File: src/rtl/systolic_mem_pkg.sv
// -----------------------------------------------------------------------------
// systolic_mem_pkg
// Shared types for the memory tile fetcher and its output byte FIFO.
//   addr_t        : default-width memory byte address
//   dim_t         : default-width tile dimension / counter
//   fetch_state_t : fetcher FSM states (IDLE, FETCH, DRAIN, DONE)
//   fifo_entry_t  : one buffered tile byte with its row/tile end markers
// -----------------------------------------------------------------------------
package systolic_mem_pkg;

    localparam int ADDRESS_WIDTH_DEF = 32;
    localparam int DIM_WIDTH_DEF     = 8;

    typedef logic [ADDRESS_WIDTH_DEF-1:0] addr_t;
    typedef logic [DIM_WIDTH_DEF-1:0]     dim_t;

    typedef enum logic [1:0] {
        IDLE  = 2'd0,
        FETCH = 2'd1,
        DRAIN = 2'd2,
        DONE  = 2'd3
    } fetch_state_t;

    typedef struct packed {
        logic [7:0] data;
        logic       row_last;
        logic       last;
    } fifo_entry_t;

endpackage

File: src/rtl/mem_tile_fetcher_if.sv
// -----------------------------------------------------------------------------
// mem_tile_fetcher_if
// Bundles the two buses of the tile fetcher:
//   memory port : mem_address, mem_re, mem_we, mem_be, mem_write_data (to
//                 memory), mem_read_data (combinational, from memory)
//   tile stream : out_data, out_valid, out_row_last, out_last (to feeder),
//                 out_ready (from feeder)
// Modports: master = fetcher side, slave = memory + feeder side.
//
// Stream handshake: a byte transfers on a rising clk edge where
// out_valid && out_ready. Once out_valid is high it stays high, and out_data,
// out_row_last and out_last stay unchanged, until that transfer happens.
// out_valid never depends on out_ready.
// -----------------------------------------------------------------------------
interface mem_tile_fetcher_if #(
    parameter int DATA_WIDTH    = 32,
    parameter int ADDRESS_WIDTH = 32
);
    logic [ADDRESS_WIDTH-1:0] mem_address;
    logic                     mem_re;
    logic                     mem_we;
    logic                     mem_be;
    logic [DATA_WIDTH-1:0]    mem_write_data;
    logic [DATA_WIDTH-1:0]    mem_read_data;

    logic [7:0]               out_data;
    logic                     out_valid;
    logic                     out_ready;
    logic                     out_row_last;
    logic                     out_last;

    modport master (
        output mem_address, mem_re, mem_we, mem_be, mem_write_data,
        input  mem_read_data,
        output out_data, out_valid, out_row_last, out_last,
        input  out_ready
    );

    modport slave (
        input  mem_address, mem_re, mem_we, mem_be, mem_write_data,
        output mem_read_data,
        input  out_data, out_valid, out_row_last, out_last,
        output out_ready
    );
endinterface

File: src/rtl/byte_stream_fifo.sv
// -----------------------------------------------------------------------------
// byte_stream_fifo
// Synchronous FIFO of fifo_entry_t, DEPTH entries (power of two, >= 2).
// Ports:
//   clk, reset_n : clock, asynchronous active-low reset (empties the FIFO)
//   push, din    : write din at posedge (caller never pushes when full)
//   pop          : drop the head entry at posedge (ignored when empty)
//   head         : current head entry (valid when !empty)
//   full, empty  : occupancy flags
// Push and pop in the same cycle leave the occupancy unchanged.
// -----------------------------------------------------------------------------
module byte_stream_fifo
    import systolic_mem_pkg::*;
#(
    parameter int DEPTH = 4
) (
    input  logic        clk,
    input  logic        reset_n,
    input  logic        push,
    input  fifo_entry_t din,
    input  logic        pop,
    output fifo_entry_t head,
    output logic        full,
    output logic        empty
);
    localparam int PW = $clog2(DEPTH);

    fifo_entry_t   store [DEPTH];
    logic [PW-1:0] wr_ptr;
    logic [PW-1:0] rd_ptr;
    logic [PW:0]   count;

    logic do_push;
    logic do_pop;

    assign full    = (count == (PW+1)'(DEPTH));
    assign empty   = (count == '0);
    assign do_push = push && !full;
    assign do_pop  = pop && !empty;
    assign head    = store[rd_ptr];

    // Storage needs no reset: nothing reads it while empty.
    always_ff @(posedge clk) begin
        if (do_push) begin
            store[wr_ptr] <= din;
        end
    end

    always_ff @(posedge clk or negedge reset_n) begin
        if (!reset_n) begin
            wr_ptr <= '0;
            rd_ptr <= '0;
            count  <= '0;
        end else begin
            if (do_push) begin
                wr_ptr <= wr_ptr + PW'(1);
            end
            if (do_pop) begin
                rd_ptr <= rd_ptr + PW'(1);
            end
            case ({do_push, do_pop})
                2'b10:   count <= count + (PW+1)'(1);
                2'b01:   count <= count - (PW+1)'(1);
                default: count <= count;
            endcase
        end
    end
endmodule

File: src/rtl/mem_tile_fetcher.sv
// -----------------------------------------------------------------------------
// mem_tile_fetcher
// Reads a rows x cols byte tile (row pitch = stride bytes) from a byte-read
// memory port and streams it row-major to the systolic array feeder.
// A small FIFO decouples memory reads from consumer stalls.
// Ports:
//   clk, reset_n          : clock, asynchronous active-low reset
//   start                 : launch a fetch (sampled only in IDLE)
//   base_addr, rows, cols,
//   stride                : tile geometry, latched at start
//   busy                  : high from the cycle after start until done
//   done                  : one-cycle pulse once the tile is fully delivered
//   state_dbg             : current FSM state
//   bus (master)          : memory port + tile output stream
//   perf_reads/perf_stalls: only with FETCH_PERF_EN defined; count of read
//                           cycles and of FETCH cycles blocked by a full FIFO
// Optional build macro: FETCH_PERF_EN.
// -----------------------------------------------------------------------------
module mem_tile_fetcher
    import systolic_mem_pkg::*;
#(
    parameter int DATA_WIDTH    = 32,
    parameter int ADDRESS_WIDTH = ADDRESS_WIDTH_DEF,
    parameter int DIM_WIDTH     = DIM_WIDTH_DEF,
    parameter int FIFO_DEPTH    = 4
) (
    input  logic                     clk,
    input  logic                     reset_n,
    input  logic                     start,
    input  logic [ADDRESS_WIDTH-1:0] base_addr,
    input  logic [DIM_WIDTH-1:0]     rows,
    input  logic [DIM_WIDTH-1:0]     cols,
    input  logic [ADDRESS_WIDTH-1:0] stride,
    output logic                     busy,
    output logic                     done,
    output fetch_state_t             state_dbg,
    mem_tile_fetcher_if.master       bus
`ifdef FETCH_PERF_EN
    ,
    output logic [31:0]              perf_reads,
    output logic [31:0]              perf_stalls
`endif
);
    fetch_state_t             state;
    logic [ADDRESS_WIDTH-1:0] row_base;
    logic [ADDRESS_WIDTH-1:0] stride_q;
    logic [DIM_WIDTH-1:0]     rows_q;
    logic [DIM_WIDTH-1:0]     cols_q;
    logic [DIM_WIDTH-1:0]     row;
    logic [DIM_WIDTH-1:0]     col;

    logic        fifo_full;
    logic        fifo_empty;
    fifo_entry_t fifo_head;
    fifo_entry_t push_entry;

    logic issue;
    logic col_end;
    logic row_end;
    logic pop;

    // Only the low byte of the read bus carries data.
    logic [DATA_WIDTH-1:0] unused_read_bits;
    assign unused_read_bits = bus.mem_read_data;

    // A read is issued every FETCH cycle that the FIFO has room for the byte.
    assign issue   = (state == FETCH) && !fifo_full;
    assign col_end = (col == cols_q - DIM_WIDTH'(1));
    assign row_end = (row == rows_q - DIM_WIDTH'(1));
    assign pop     = !fifo_empty && bus.out_ready;

    assign push_entry.data     = bus.mem_read_data[7:0];
    assign push_entry.row_last = col_end;
    assign push_entry.last     = col_end && row_end;

    assign bus.mem_re         = issue;
    assign bus.mem_address    = issue ? (row_base + ADDRESS_WIDTH'(col)) : '0;
    assign bus.mem_we         = 1'b0;
    assign bus.mem_be         = 1'b1;
    assign bus.mem_write_data = '0;

    // Output fields are forced to 0 while nothing is buffered so the stream
    // reads as idle after reset.
    assign bus.out_valid    = !fifo_empty;
    assign bus.out_data     = fifo_empty ? 8'h00 : fifo_head.data;
    assign bus.out_row_last = !fifo_empty && fifo_head.row_last;
    assign bus.out_last     = !fifo_empty && fifo_head.last;

    assign state_dbg = state;

    byte_stream_fifo #(
        .DEPTH (FIFO_DEPTH)
    ) u_fifo (
        .clk     (clk),
        .reset_n (reset_n),
        .push    (issue),
        .din     (push_entry),
        .pop     (pop),
        .head    (fifo_head),
        .full    (fifo_full),
        .empty   (fifo_empty)
    );

    always_ff @(posedge clk or negedge reset_n) begin
        if (!reset_n) begin
            state    <= IDLE;
            busy     <= 1'b0;
            done     <= 1'b0;
            row_base <= '0;
            stride_q <= '0;
            rows_q   <= '0;
            cols_q   <= '0;
            row      <= '0;
            col      <= '0;
        end else begin
            done <= 1'b0;
            case (state)
                IDLE: begin
                    if (start) begin
                        row_base <= base_addr;
                        stride_q <= stride;
                        rows_q   <= rows;
                        cols_q   <= cols;
                        row      <= '0;
                        col      <= '0;
                        busy     <= 1'b1;
                        // An empty tile skips straight to completion.
                        if ((rows == '0) || (cols == '0)) begin
                            state <= DONE;
                        end else begin
                            state <= FETCH;
                        end
                    end
                end
                FETCH: begin
                    if (issue) begin
                        if (col_end) begin
                            // Row advance by accumulating the pitch.
                            col      <= '0;
                            row      <= row + DIM_WIDTH'(1);
                            row_base <= row_base + stride_q;
                            if (row_end) begin
                                state <= DRAIN;
                            end
                        end else begin
                            col <= col + DIM_WIDTH'(1);
                        end
                    end
                end
                DRAIN: begin
                    // The last-tagged entry is the final one in the FIFO, so
                    // its handshake also leaves the FIFO empty.
                    if (pop && fifo_head.last) begin
                        state <= DONE;
                    end
                end
                DONE: begin
                    done  <= 1'b1;
                    busy  <= 1'b0;
                    state <= IDLE;
                end
                default: begin
                    state <= IDLE;
                end
            endcase
        end
    end

`ifdef FETCH_PERF_EN
    always_ff @(posedge clk or negedge reset_n) begin
        if (!reset_n) begin
            perf_reads  <= '0;
            perf_stalls <= '0;
        end else if ((state == IDLE) && start) begin
            perf_reads  <= '0;
            perf_stalls <= '0;
        end else begin
            if (issue && (perf_reads != '1)) begin
                perf_reads <= perf_reads + 32'd1;
            end
            if ((state == FETCH) && fifo_full && (perf_stalls != '1)) begin
                perf_stalls <= perf_stalls + 32'd1;
            end
        end
    end
`endif
endmodule

File: src/flat_wrapper.sv
// flat-port wrapper written by rule: the top's interface ports become plain ports
module mem_tile_fetcher_flat import systolic_mem_pkg::*;
#(
    parameter int DATA_WIDTH    = 32,
    parameter int ADDRESS_WIDTH = ADDRESS_WIDTH_DEF,
    parameter int DIM_WIDTH     = DIM_WIDTH_DEF,
    parameter int FIFO_DEPTH    = 4
)
  (clk, reset_n, start, base_addr, rows, cols, stride, busy, done, state_dbg, bus_mem_address, bus_mem_re, bus_mem_we, bus_mem_be, bus_mem_write_data, bus_mem_read_data, bus_out_data, bus_out_valid, bus_out_row_last, bus_out_last, bus_out_ready);
  mem_tile_fetcher_if #(.DATA_WIDTH(DATA_WIDTH), .ADDRESS_WIDTH(ADDRESS_WIDTH)) bus_i ();
  input  logic clk;
  input  logic reset_n;
  input  logic start;
  input  logic [ADDRESS_WIDTH-1:0] base_addr;
  input  logic [DIM_WIDTH-1:0] rows;
  input  logic [DIM_WIDTH-1:0] cols;
  input  logic [ADDRESS_WIDTH-1:0] stride;
  output logic busy;
  output logic done;
  output fetch_state_t state_dbg;
  output wire logic [$bits(bus_i.mem_address)-1:0] bus_mem_address;
  output wire logic [$bits(bus_i.mem_re)-1:0] bus_mem_re;
  output wire logic [$bits(bus_i.mem_we)-1:0] bus_mem_we;
  output wire logic [$bits(bus_i.mem_be)-1:0] bus_mem_be;
  output wire logic [$bits(bus_i.mem_write_data)-1:0] bus_mem_write_data;
  input wire logic [$bits(bus_i.mem_read_data)-1:0] bus_mem_read_data;
  output wire logic [$bits(bus_i.out_data)-1:0] bus_out_data;
  output wire logic [$bits(bus_i.out_valid)-1:0] bus_out_valid;
  output wire logic [$bits(bus_i.out_row_last)-1:0] bus_out_row_last;
  output wire logic [$bits(bus_i.out_last)-1:0] bus_out_last;
  input wire logic [$bits(bus_i.out_ready)-1:0] bus_out_ready;
  assign bus_mem_address = bus_i.mem_address;
  assign bus_mem_re = bus_i.mem_re;
  assign bus_mem_we = bus_i.mem_we;
  assign bus_mem_be = bus_i.mem_be;
  assign bus_mem_write_data = bus_i.mem_write_data;
  assign bus_i.mem_read_data = bus_mem_read_data;
  assign bus_out_data = bus_i.out_data;
  assign bus_out_valid = bus_i.out_valid;
  assign bus_out_row_last = bus_i.out_row_last;
  assign bus_out_last = bus_i.out_last;
  assign bus_i.out_ready = bus_out_ready;
  mem_tile_fetcher #(.DATA_WIDTH(DATA_WIDTH), .ADDRESS_WIDTH(ADDRESS_WIDTH), .DIM_WIDTH(DIM_WIDTH), .FIFO_DEPTH(FIFO_DEPTH)) u_core (.clk(clk), .reset_n(reset_n), .start(start), .base_addr(base_addr), .rows(rows), .cols(cols), .stride(stride), .busy(busy), .done(done), .state_dbg(state_dbg), .bus(bus_i));
endmodule
File: config.mk
export PLATFORM = sky130hd
export DESIGN_NAME = mem_tile_fetcher_flat
export DESIGN_NICKNAME = d
export VERILOG_FILES = /design/src/rtl/systolic_mem_pkg.sv /design/src/rtl/mem_tile_fetcher_if.sv /design/src/rtl/byte_stream_fifo.sv /design/src/rtl/mem_tile_fetcher.sv /design/src/flat_wrapper.sv
export SDC_FILE = /design/constraint.sdc
export NUM_CORES = 1
export LEC_CHECK = 0
export ABC_AREA = 1
export CAP_MARGIN = 20
export CELL_PAD_IN_SITES_DETAIL_PLACEMENT = 0
export CELL_PAD_IN_SITES_GLOBAL_PLACEMENT = 1
export CORE_MARGIN = 4
export CORE_UTILIZATION = 25
export DETAILED_ROUTE_END_ITERATION = 10
export GPL_ROUTABILITY_DRIVEN = 0
export PLACE_DENSITY_LB_ADDON = 0.1
export SKIP_CTS_REPAIR_TIMING = 1
export SLEW_MARGIN = 20
export SYNTH_ARGS = -nofsm -noshare
export SYNTH_HDL_FRONTEND = slang
export SYNTH_SLANG_ARGS = --single-unit
export TNS_END_PERCENT = 5
File: constraint.sdc
create_clock -name clk -period 3.5 [get_ports clk]
set_input_delay 0.7 -clock clk [delete_from_list [all_inputs] [get_ports clk]]
set_output_delay 0.7 -clock clk [all_outputs]
set_load 0.02 [all_outputs]
After elaboration in Yosys (flattened, before gate mapping). Memories as Yosys holds them, arrays and structs flattened. Index checks and enable logic that the tools add are counted.

$add $sub $neg: 10. Eq/ne operators: 13. Multiplexer cells: 26. Reduce and logical (&&, ||, !) cells: 23.

Operators by type and width (count): $mux W32 (4); $pmux W32 S2 (1); $mux W8 (6); $add A32 B32 Y32 (1); $add A32 B8 Y32 (1); $pmux W8 S2 (2); $add A8 B1 Y8 const B (2); $eq A8 B8 Y1 (2); $logic_not A8 Y1 (2); $sub A8 B1 Y8 const B (2); $mux W2 (6); $logic_and A1 B1 Y1 (8); $ne A2 B1 Y1 const B (4); $pmux W2 S4 (1); $eq A2 B2 Y1 const B (3); $pmux W3 S2 (1); $reduce_bool A2 Y1 (3); $reduce_and A5 Y1 (1); $add A2 B1 Y2 const B (2); $eq A2 B1 Y1 const B (2); $mux W1 (4); $reduce_and A2 Y1 (2); $reduce_and A4 Y1 (1); $add A3 B1 Y3 const B (1); other kinds (9) (10).

Register bits: 107. Bits in writable memories: 40. Input bits: 116. Output and inout port bits: 82. Memories kept: 1.

Memories: u_core.u_fifo.store (depth 4, width 10, rd ports 1, clocked after memory_dff 0, wr ports 1, RTL line byte_stream_fifo.sv:28) `fifo_entry_t store [DEPTH];`.

Longest topological paths before layout. Gate-level depths: netlist of the first run.

Depth after elaboration: 6. Depth in mapped cells: 16.

Cells and area by module. Synthesis of the first run repeated with hierarchy kept, for this count alone.

Cell total of the unflattened synthesis: 1606. Area total of the unflattened synthesis: 10945.5 um^2.

Modules (own cells, without submodules): mem_tile_fetcher (times used 1, cells an instance 1428, area an instance 8849.7 um^2); byte_stream_fifo (times used 1, cells an instance 178, area an instance 2095.8 um^2).

Worst setup path before layout of the first run. OpenSTA, ideal clock, no wires.

Path kind: reg-to-output. From: register u_core.col[0]. To: output port bus_mem_address[20]. Arrival time: 2259 ps. Data required time: 2800 ps. Setup slack: 541 ps. Stages on the path, launching flop included: 12. Buffers on the path: 0. Cells stage by stage: dfrtp_1 -> ha_1 -> fa_1 -> nand3_1 -> nand2_1 -> a21oi_1 -> inv_1 -> nand2_1 -> nor2_1 -> nand2_1 -> nor2_1 -> nor3_1.

Longest elaborated chain between the ends: 2.

RTL lines: from (decl) (RTL line mem_tile_fetcher.sv:50) `logic [DIM_WIDTH-1:0] col;`; from (signal assigned) (RTL line mem_tile_fetcher.sv:146) `col <= col + DIM_WIDTH'(1);`; $add A32 B8 Y32 (RTL line mem_tile_fetcher.sv:77) `assign bus.mem_address = issue ? (row_base + ADDRESS_WIDTH'(col)) : '0;`; $mux W32 (RTL line mem_tile_fetcher.sv:77); to (decl) (RTL line flat_wrapper.sv:21) `output wire logic [$bits(bus_i.mem_address)-1:0] bus_mem_address;`.

Every way passes these cells.

Worst setup path in the final report of the first run. Ends and elaborated chain as after synthesis.

==> results of run 1 <==
registers in the layout, summed over array words and instances, names as in the netlist, 3 cells and up:
register             count
u_core.u_fifo.count      3
u_core.stride_q         32
u_core.row_base         32
u_core.cols_q            8
u_core.u_fifo.store     40
u_core.col               8
u_core.row               8
u_core.rows_q            8
final timing paths:
path	end	slack, ps
setup / recovery	bus_mem_address[20]	140
hold / removal	u_core.stride_q[5]$_DFFE_PN0P_	270
setup reg to reg	u_core.row_base[26]$_DFFE_PN0P_	830
hold reg to reg	u_core.stride_q[6]$_DFFE_PN0P_	500
max in group asynchronous	u_core.rows_q[6]$_DFFE_PN0P_	2490
min in group clk	u_core.stride_q[6]$_DFFE_PN0P_	500
layout by cell type (no fill, tap or decap), drive strengths merged, types with 2 or more instances in the layout:
cell type	Yosys	final
a21boi	4	4
a21oi	67	67
a31o	2	2
and2	3	3
and3	3	3
buf	48	64
clkbuf	22	22
clkdlybuf4s50	0	111
clkinv	0	2
conb	2	34
dfrtp	107	107
dlymetal6s2s	0	16
edfxtp	40	40
fa	3	3
ha	52	52
inv	177	188
nand2	529	529
nand2b	2	2
nand3	64	64
nand3b	3	3
nand4	16	16
nor2	205	205
nor3	16	16
nor4	4	4
o21ai	111	111
o21bai	7	7
or2	5	5
xnor2	12	12
xor2	25	25
layout make-up:
class,instances,area share [%]
Sequential cell,147,29.1
Multi-Input combinational cell,1175,42.7
Inverter,177,4.99
Clock inverter,15,1.19
Tap cell,532,5.00
Timing Repair Buffer,196,13.8
Clock buffer,17,3.19
power by group:
group	switching (W)	internal (W)	leakage, nW	total, W
registers	0.000621	0.00241	1.71	0.00303
clock network	0.000867	0.00101	0.287	0.00188
logic	0.00474	0.00270	4.77	0.00744
total	0.00623	0.00612	6.77	0.0124
stage by stage:
| step | utilization [%] | cells | area, um2 | worst slack, ps |
|---|---|---|---|---|
| 5_1_grt | 32.4 | 2259 | 13300 | -82.5 |
| 6_report | 32.4 | 2259 | 13300 | 137 |
| 4_1_cts | 32.3 | 2259 | 13300 | -558 |
| 3_3_place_gp | 30.8 | 2227 | 12700 | -25.8 |
| 3_5_place_dp | 30.8 | 2227 | 12700 | -34.7 |
| 2_1_floorplan | - | 1569 | 10600 | 541 |
critical path: stages, from the launching register on:
cell and delay, ps:
dfrtp_1 390, ha_2 200, fa_2 340, nand3_1 90, nand2_2 70, a21oi_2 140
buf_4 140, inv_1 40, nand2_1 110, nor2_1 70, nand2_1 80, nor2_1 40
nor3_1 190, buf_4 170, buf_4 140
kinds of logic after synthesis:
family	share of synthesized area [%]
simple gates	32.5
buf+inv	10.4
compound gates	10.0
flops	37.0
fa+ha+maj	6.79
xor+xnor	3.09
other cells	0.0717
routing by layer:
| metal | part of all wire, % | track usage [%] | wire (um) |
|---|---|---|---|
| met1 | 48 | 21.3 | 17200 |
| met2 | 48 | 27.2 | 17100 |
| met3 | 2.2 | 2.62 | 775 |
| met4 | 1.7 | 4.29 | 602 |
| met5 | 0 | 0 | 0 |
==> metrics.md, run 1 <==
| Metric | Value |
|---|---|
| Result of the run | finished clean |
| Die height | 213 um |
| Fraction of layout instances using a drive strength above 1 | between 7 and 8% |
| WS Path Type | reg -> out |
| Violation count after the first detailed-route iteration | about 370 |
| Post-synthesis async set-or-reset flop share | around 73% |
| Post-route setup TNS | 0 ps |
| Startpoint type of the worst setup path | flop |
| Most instantiated library cell after synthesis | nand2_1 |
| Input/output buffers | 139 |
| Commonest cells in the netlist | nand2_1, nor2_1, inv_1 |
| Maximum number of pins on one net before global-route repair | 62 |
| Die Area | 45,200 um2 |
| Final hold slack | 266 ps |
| Slew Viols, Final | 0 |
| Multi-input combinational cell area | around 5700 um2 |
| Cell area power density | 927 nW/um2 |
| Initial core utilization | 25.5% |
| Antenna diode count | 0 |
| Top area cells in the synthesized netlist | dfrtp_1, nand2_1, edfxtp_1 |
| Logic depth of the worst register-to-register path | 16 |
| RSZ-0062 raised after global routing | true |
| Chip width | 213 um |
| Number of levels in the clock H-tree | 4 |
| Number of antenna violations at the first check in global routing | 0 |
| Slew at the pin closest to its max-slew limit | 703 ps |
| Clock buffer count from CTS | 17 |
| Biggest fanout along the worst timing path | 4 |
| Half-perimeter wire length of the detailed placement result | 28,000 um |
| Highest clock frequency the design can meet | 0.297 GHz |
| Detailed-routing iteration count for the pre-antenna-repair pass | 4 |
| FILL cells | 4,562 |
| Core region area | 41,100 um2 |
| Clock tree from TritonCTS | done |
| Number of maximum-capacitance constraint violations | 0 |
| Detail-routed net length per standard cell | 15.8 um |
| Syn Inst Count | between 1,500 and 2,000 |
| Net count of the finished layout | 1,885 |
| Synth Warn # | 0 |
| Worst-case vdd ir drop | ~0.00034 V |
| Overall overflow remaining after global route | 0 |
| Worst r2r src | u_core.row_base[0]$_DFFE_PN0P_ |
| Number of rows in the core area | 74 |
| Fin crit period | 3360 ps |
| Start point of the critical path | u_core.col[0]$_DFFE_PN0P_ |
| Crit. End Element | output port |
| Top cell type's share of synthesized area | approximately 26% |
| Fin crit share | 96.1% |
| Final-report hold violation count | 0 |
| Clock insertion delay at the later pin of the skew report | 450 ps |
| Max-slew headroom | 53.1% |
| Clock tree skew after final layout | 9.93 ps |
| Vias in the first global route | 9,990 |
| Global Route Usage Sum | 16.0% |
| Area leader, netlist | dfrtp_1 |
| Synth Area per Inst | 6.81 um2 |
| Count of boundary I/O pins | a little under 200 |
| First-pass GRT wire length | 55,500 um |
| Number of unique standard cell types used by synthesis | 42 |
| Leak Pwr | roughly 6.8 nW |
| # DRC | 0 |
| Critical Path AT | 2660 ps |
| Dominant synthesized flop cell | dfrtp_1 |
| Antenna-violating nets left | 0 |
| Data required time at the worst endpoint | around 2800 ps |
| Number of flops mapped to enable cells by yosys | 40 |
| Syn-to-layout area delta | 27.2% |
| Via-per-instance ratio | 4.31 |
| Classification of the worst-slack hold path | in -> async |
| Final Total Pwr | between 0.01 and 0.015 W |
| Largest buffer count on any clock path | 2 |
| Post-Route WL | between 30,000 and 40,000 um |
| Count of final setup violators | 0 |
| Register clock-pin slew on the reported worst setup and hold paths | approximately 70 ps |
| Post-synth design cell area | 10,500 um2 |
| Post-synthesis sequential element count | ~150 |
| Library cell used as clock root buffer | clkbuf_16 |
| Sequential area share after synthesis | 37.0% |
| Overall via count from detail_route | 9,734 |
| Number of sinks driven by the clock tree | 147 |
| Register area | 3880 um2 |
(Power assumes the default switching activity.)
==> run 2, diff against run 1 <==
--- a/config.mk
+++ b/config.mk
@@ -7,13 +7,10 @@
 export LEC_CHECK = 0
 export ABC_AREA = 1
 export CAP_MARGIN = 20
-export CELL_PAD_IN_SITES_DETAIL_PLACEMENT = 0
-export CELL_PAD_IN_SITES_GLOBAL_PLACEMENT = 1
 export CORE_MARGIN = 4
 export CORE_UTILIZATION = 25
 export DETAILED_ROUTE_END_ITERATION = 10
 export GPL_ROUTABILITY_DRIVEN = 0
-export PLACE_DENSITY_LB_ADDON = 0.1
 export SKIP_CTS_REPAIR_TIMING = 1
 export SLEW_MARGIN = 20
 export SYNTH_ARGS = -nofsm -noshare
==> run 2 against run 1 <==
Compared with the run above:
- the flow now finishes with violations (setup timing)
- hold slack better by 100 ps
- largest cell class unchanged
- total power decreased by 2.8%
- clock skew increased by 0.74 ps
- global-route usage decreased by 1.4 points
- highest routed layer unchanged
- count of clock-buffer cells in the layout is 1 higher
- worst setup slack got worse by 170 ps
==> metrics.md, run 2 (same netlist as run 1, synthesis figures left out) <==
| Metric | Value |
|---|---|
| Largest buffer count on any clock path | 2 (unchanged) |
| Count of boundary I/O pins | 198 (unchanged) |
| Maximum number of pins on one net before global-route repair | 67 (+8.1%) |
| Share of total power in sequential cells | 25.5% (+0.9 points) |
| Leak Pwr | 6.64 nW (-1.9%) |
| Half-perimeter wire length of the detailed placement result | 25,800 um (-8.0%) |
| Number of maximum-capacitance constraint violations | 0 (unchanged) |
| Buffers and inverters on the worst path | 4 (unchanged) |
| Max-slew headroom | 40.0% (-13 points) |
| Post-Route WL | 33,000 um (-7.5%) |
| Number of rows in the core area | 74 (unchanged) |
| Crit. End Element | output port |
| Register area | 3880 um2 (unchanged) |
| Place WS | 17.5 ps (+52.2 ps) |
| Category of cells accounting for the largest share of critical-path delay | buffers and inverters |
| Slew Viols, Final | 0 (unchanged) |
| Clock insertion delay at the later pin of the skew report | 440 ps (about the same) |
| Cells along the critical path | inv_1 -> ha_2 -> inv_1 -> a31oi_2 -> inv_1 -> a21oi_1 -> o21a_1 -> clkdlybuf4s50_1 |
| Input/output buffers | 139 (unchanged) |
| Die height | 213 um (unchanged) |
| Critical Path AT | 2830 ps (+170 ps) |
| Number of antenna violations at the first check in global routing | 0 (unchanged) |
| Biggest fanout along the worst timing path | 24 (+20) |
| Core region area | 41,100 um2 (unchanged) |
| Register clock-pin slew on the reported worst setup and hold paths | 70 ps (about the same) |
| Post-route setup slack | -31.2 ps (-168 ps) |
| Portion of total power attributed to combinational logic | 60.0% (-0.2 points) |
| Violation count after the first detailed-route iteration | 845 (+130%) |
| Internal reg-to-reg setup slack | 630 ps (-200 ps) |
| Highest clock frequency the design can meet | 0.283 GHz (-4.8%) |
| Global Route Usage Sum | 14.6% (-1.4 points) |
| Final-report hold violation count | 0 (unchanged) |
| Initial core utilization | 25.5% (unchanged) |
| Fin crit period | 3530 ps (+168 ps) |
| WP depth | 8 (-6) |
| Switch Pwr | 0.00605 W (-2.9%) |
| Antenna diode count | 0 (unchanged) |
| Highest-count cells in the layout ignoring fill and taps | nand2_1, nor2_1, inv_1 |
| Vias in the first global route | 9,787 (-2.0%) |
| Clock tree from TritonCTS | done |
| Start point of the critical path | u_core.state_dbg[1]$_DFFE_PN0P_ |
| Fin crit share | 101% (+4.8 points) |
| WS Path Type | reg -> out |
| Met2 routed wirelength | 16,000 um (-6.8%) |
| Library cell used as clock root buffer | clkbuf_16 |
| Final hold slack | 369 ps (+103 ps) |
| R2r endpoint | u_core.row_base[21]$_DFFE_PN0P_ |
| Number of flip-flops under the largest register name | 40 (unchanged) |
| Total length of routed met3 wires | 1510 um (+95%) |
| Classification of the worst-slack hold path | in -> async |
| Worst r2r src | u_core.state_dbg[1]$_DFFE_PN0P_ |
| # DRC | 0 (unchanged) |
| Multi-input combinational cell area | 5660 um2 (-0.53%) |
| Number of sinks driven by the clock tree | 147 (unchanged) |
| Clock tree skew after final layout | 10.7 ps (+0.743 ps) |
| Die Area | 45,200 um2 (unchanged) |
| Most prevalent standard cell on the critical path | inv_1 |
| Biggest regs | u_core.u_fifo.store x40, u_core.row_base x32, u_core.stride_q x32 |
| Data required time at the worst endpoint | 2800 ps (about the same) |
| DR top layer | met4 |
| Clock buffer count from CTS | 17 (unchanged) |
| Share of power burned in the clock network | 14.4% (-0.8 points) |
| Via-per-instance ratio | 4.47 (+3.8%) |
| Failing checks | setup timing |
| RSZ-0062 raised after global routing | true |
| Wire length on met1 | 15,000 um (-13%) |
| Delay of the slowest cell on the worst path | 610 ps (+220 ps) |
| Count of final setup violators | 1 (+1) |
| Number of levels in the clock H-tree | 4 (unchanged) |
| Detailed-routing iteration count for the pre-antenna-repair pass | 5 (+1) |
| Startpoint type of the worst setup path | flop |
| Last element of the critical path | bus_mem_address[3] |
| First-pass GRT wire length | 51,900 um (-6.4%) |
| Worst-case vdd ir drop | 0.000309 V (-9.4%) |
| Antenna-violating nets left | 0 (unchanged) |
| Logic depth of the worst register-to-register path | 11 (-5) |
| Cell area power density | 914 nW/um2 (-1.4%) |
| Overall overflow remaining after global route | 0 (unchanged) |
| Chip width | 213 um (unchanged) |
| CP max-delay cell | clkdlybuf4s50_1 |
| Result of the run | finished with violations |
| Net count of the finished layout | 1,869 (-0.85%) |
| Switching power as a share of total power | 50.4% (about the same) |
| Internal power | 0.00595 W (-2.8%) |
| Leading cell type in the layout, fill and taps excluded | nand2_1 |
| Syn-to-layout area delta | 25.4% |
| Slew at the pin closest to its max-slew limit | 901 ps (+198 ps) |
| Top register by number of flip-flops | u_core.u_fifo.store |
| Fraction of layout instances using a drive strength above 1 | 6.43% (-1.3 points) |
| Detail-routed net length per standard cell | 14.7 um (-6.8%) |
| FILL cells | 4,473 (-2.0%) |
| Overall via count from detail_route | 10,000 (+3.1%) |
-- run 2: how the worst min path moves through the flow --
stage	to	from	cells past startpoint
6_report	u_core.cols_q[5]$_DFFE_PN0P_	reset_n	1
5_1_grt	u_core.cols_q[5]$_DFFE_PN0P_	reset_n	1
4_1_cts	u_core.cols_q[5]$_DFFE_PN0P_	reset_n	1
3_5_place_dp	u_core.stride_q[27]$_DFFE_PN0P_	u_core.stride_q[27]$_DFFE_PN0P_	2
3_3_place_gp	u_core.stride_q[0]$_DFFE_PN0P_	u_core.stride_q[0]$_DFFE_PN0P_	2
2_1_floorplan	u_core.busy$_DFFE_PN0P_	reset_n	0
-- run 2: layout make-up --
cell class                      count  area share, %
Multi-Input combinational cell   1175           43.1
Clock inverter                     14          0.896
Tap cell                          532           5.07
Timing Repair Buffer              180           13.1
Clock buffer                       18           3.27
Inverter                          177           5.06
Sequential cell                   147           29.5
-- run 2: power by group through the flow --
stage	Clock [W]	Sequential, W	Combinational, W
finish	0.00173	0.00307	0.00721
detailed placement	0	0.00308	0.00724
global route	0.00184	0.00315	0.00821
CTS	0.00177	0.00305	0.00729
floorplan	0	0.00286	0.00504
global placement	0	0.00306	0.00711
-- run 2: routing by layer --
metal  GRT usage, %  up-vias
met5              0        -
met4           3.49        0
met3           2.41       32
met2           25.4      270
met1           19.2     4591
li1               -     5139
-- run 2: per-stage QoR --
step | util [%] | total power [W] | cells | cell area (um2) | TNS, ps
finish | 31.9 | 0.0120 | 2243 | 13100 | -31.2
detailed placement | 30.5 | 0.0103 | 2211 | 12600 | 0
floorplan | - | 0.00790 | 1569 | 10600 | 0
global route | 31.9 | 0.0132 | 2243 | 13100 | -650
CTS | 31.9 | 0.0121 | 2243 | 13100 | -8030
global placement | 30.5 | 0.0102 | 2211 | 12600 | 0
-- run 2: worst reg2reg max path, delay by kind of cell (launching register included) --
family	cells	cell delay [ps]
AO/OA/AOI/OAI	1	100
adder cells (fa/ha/maj)	1	190
buffers and inverters	4	1170
AND/OR/NAND/NOR	5	850
flip-flops	1	440
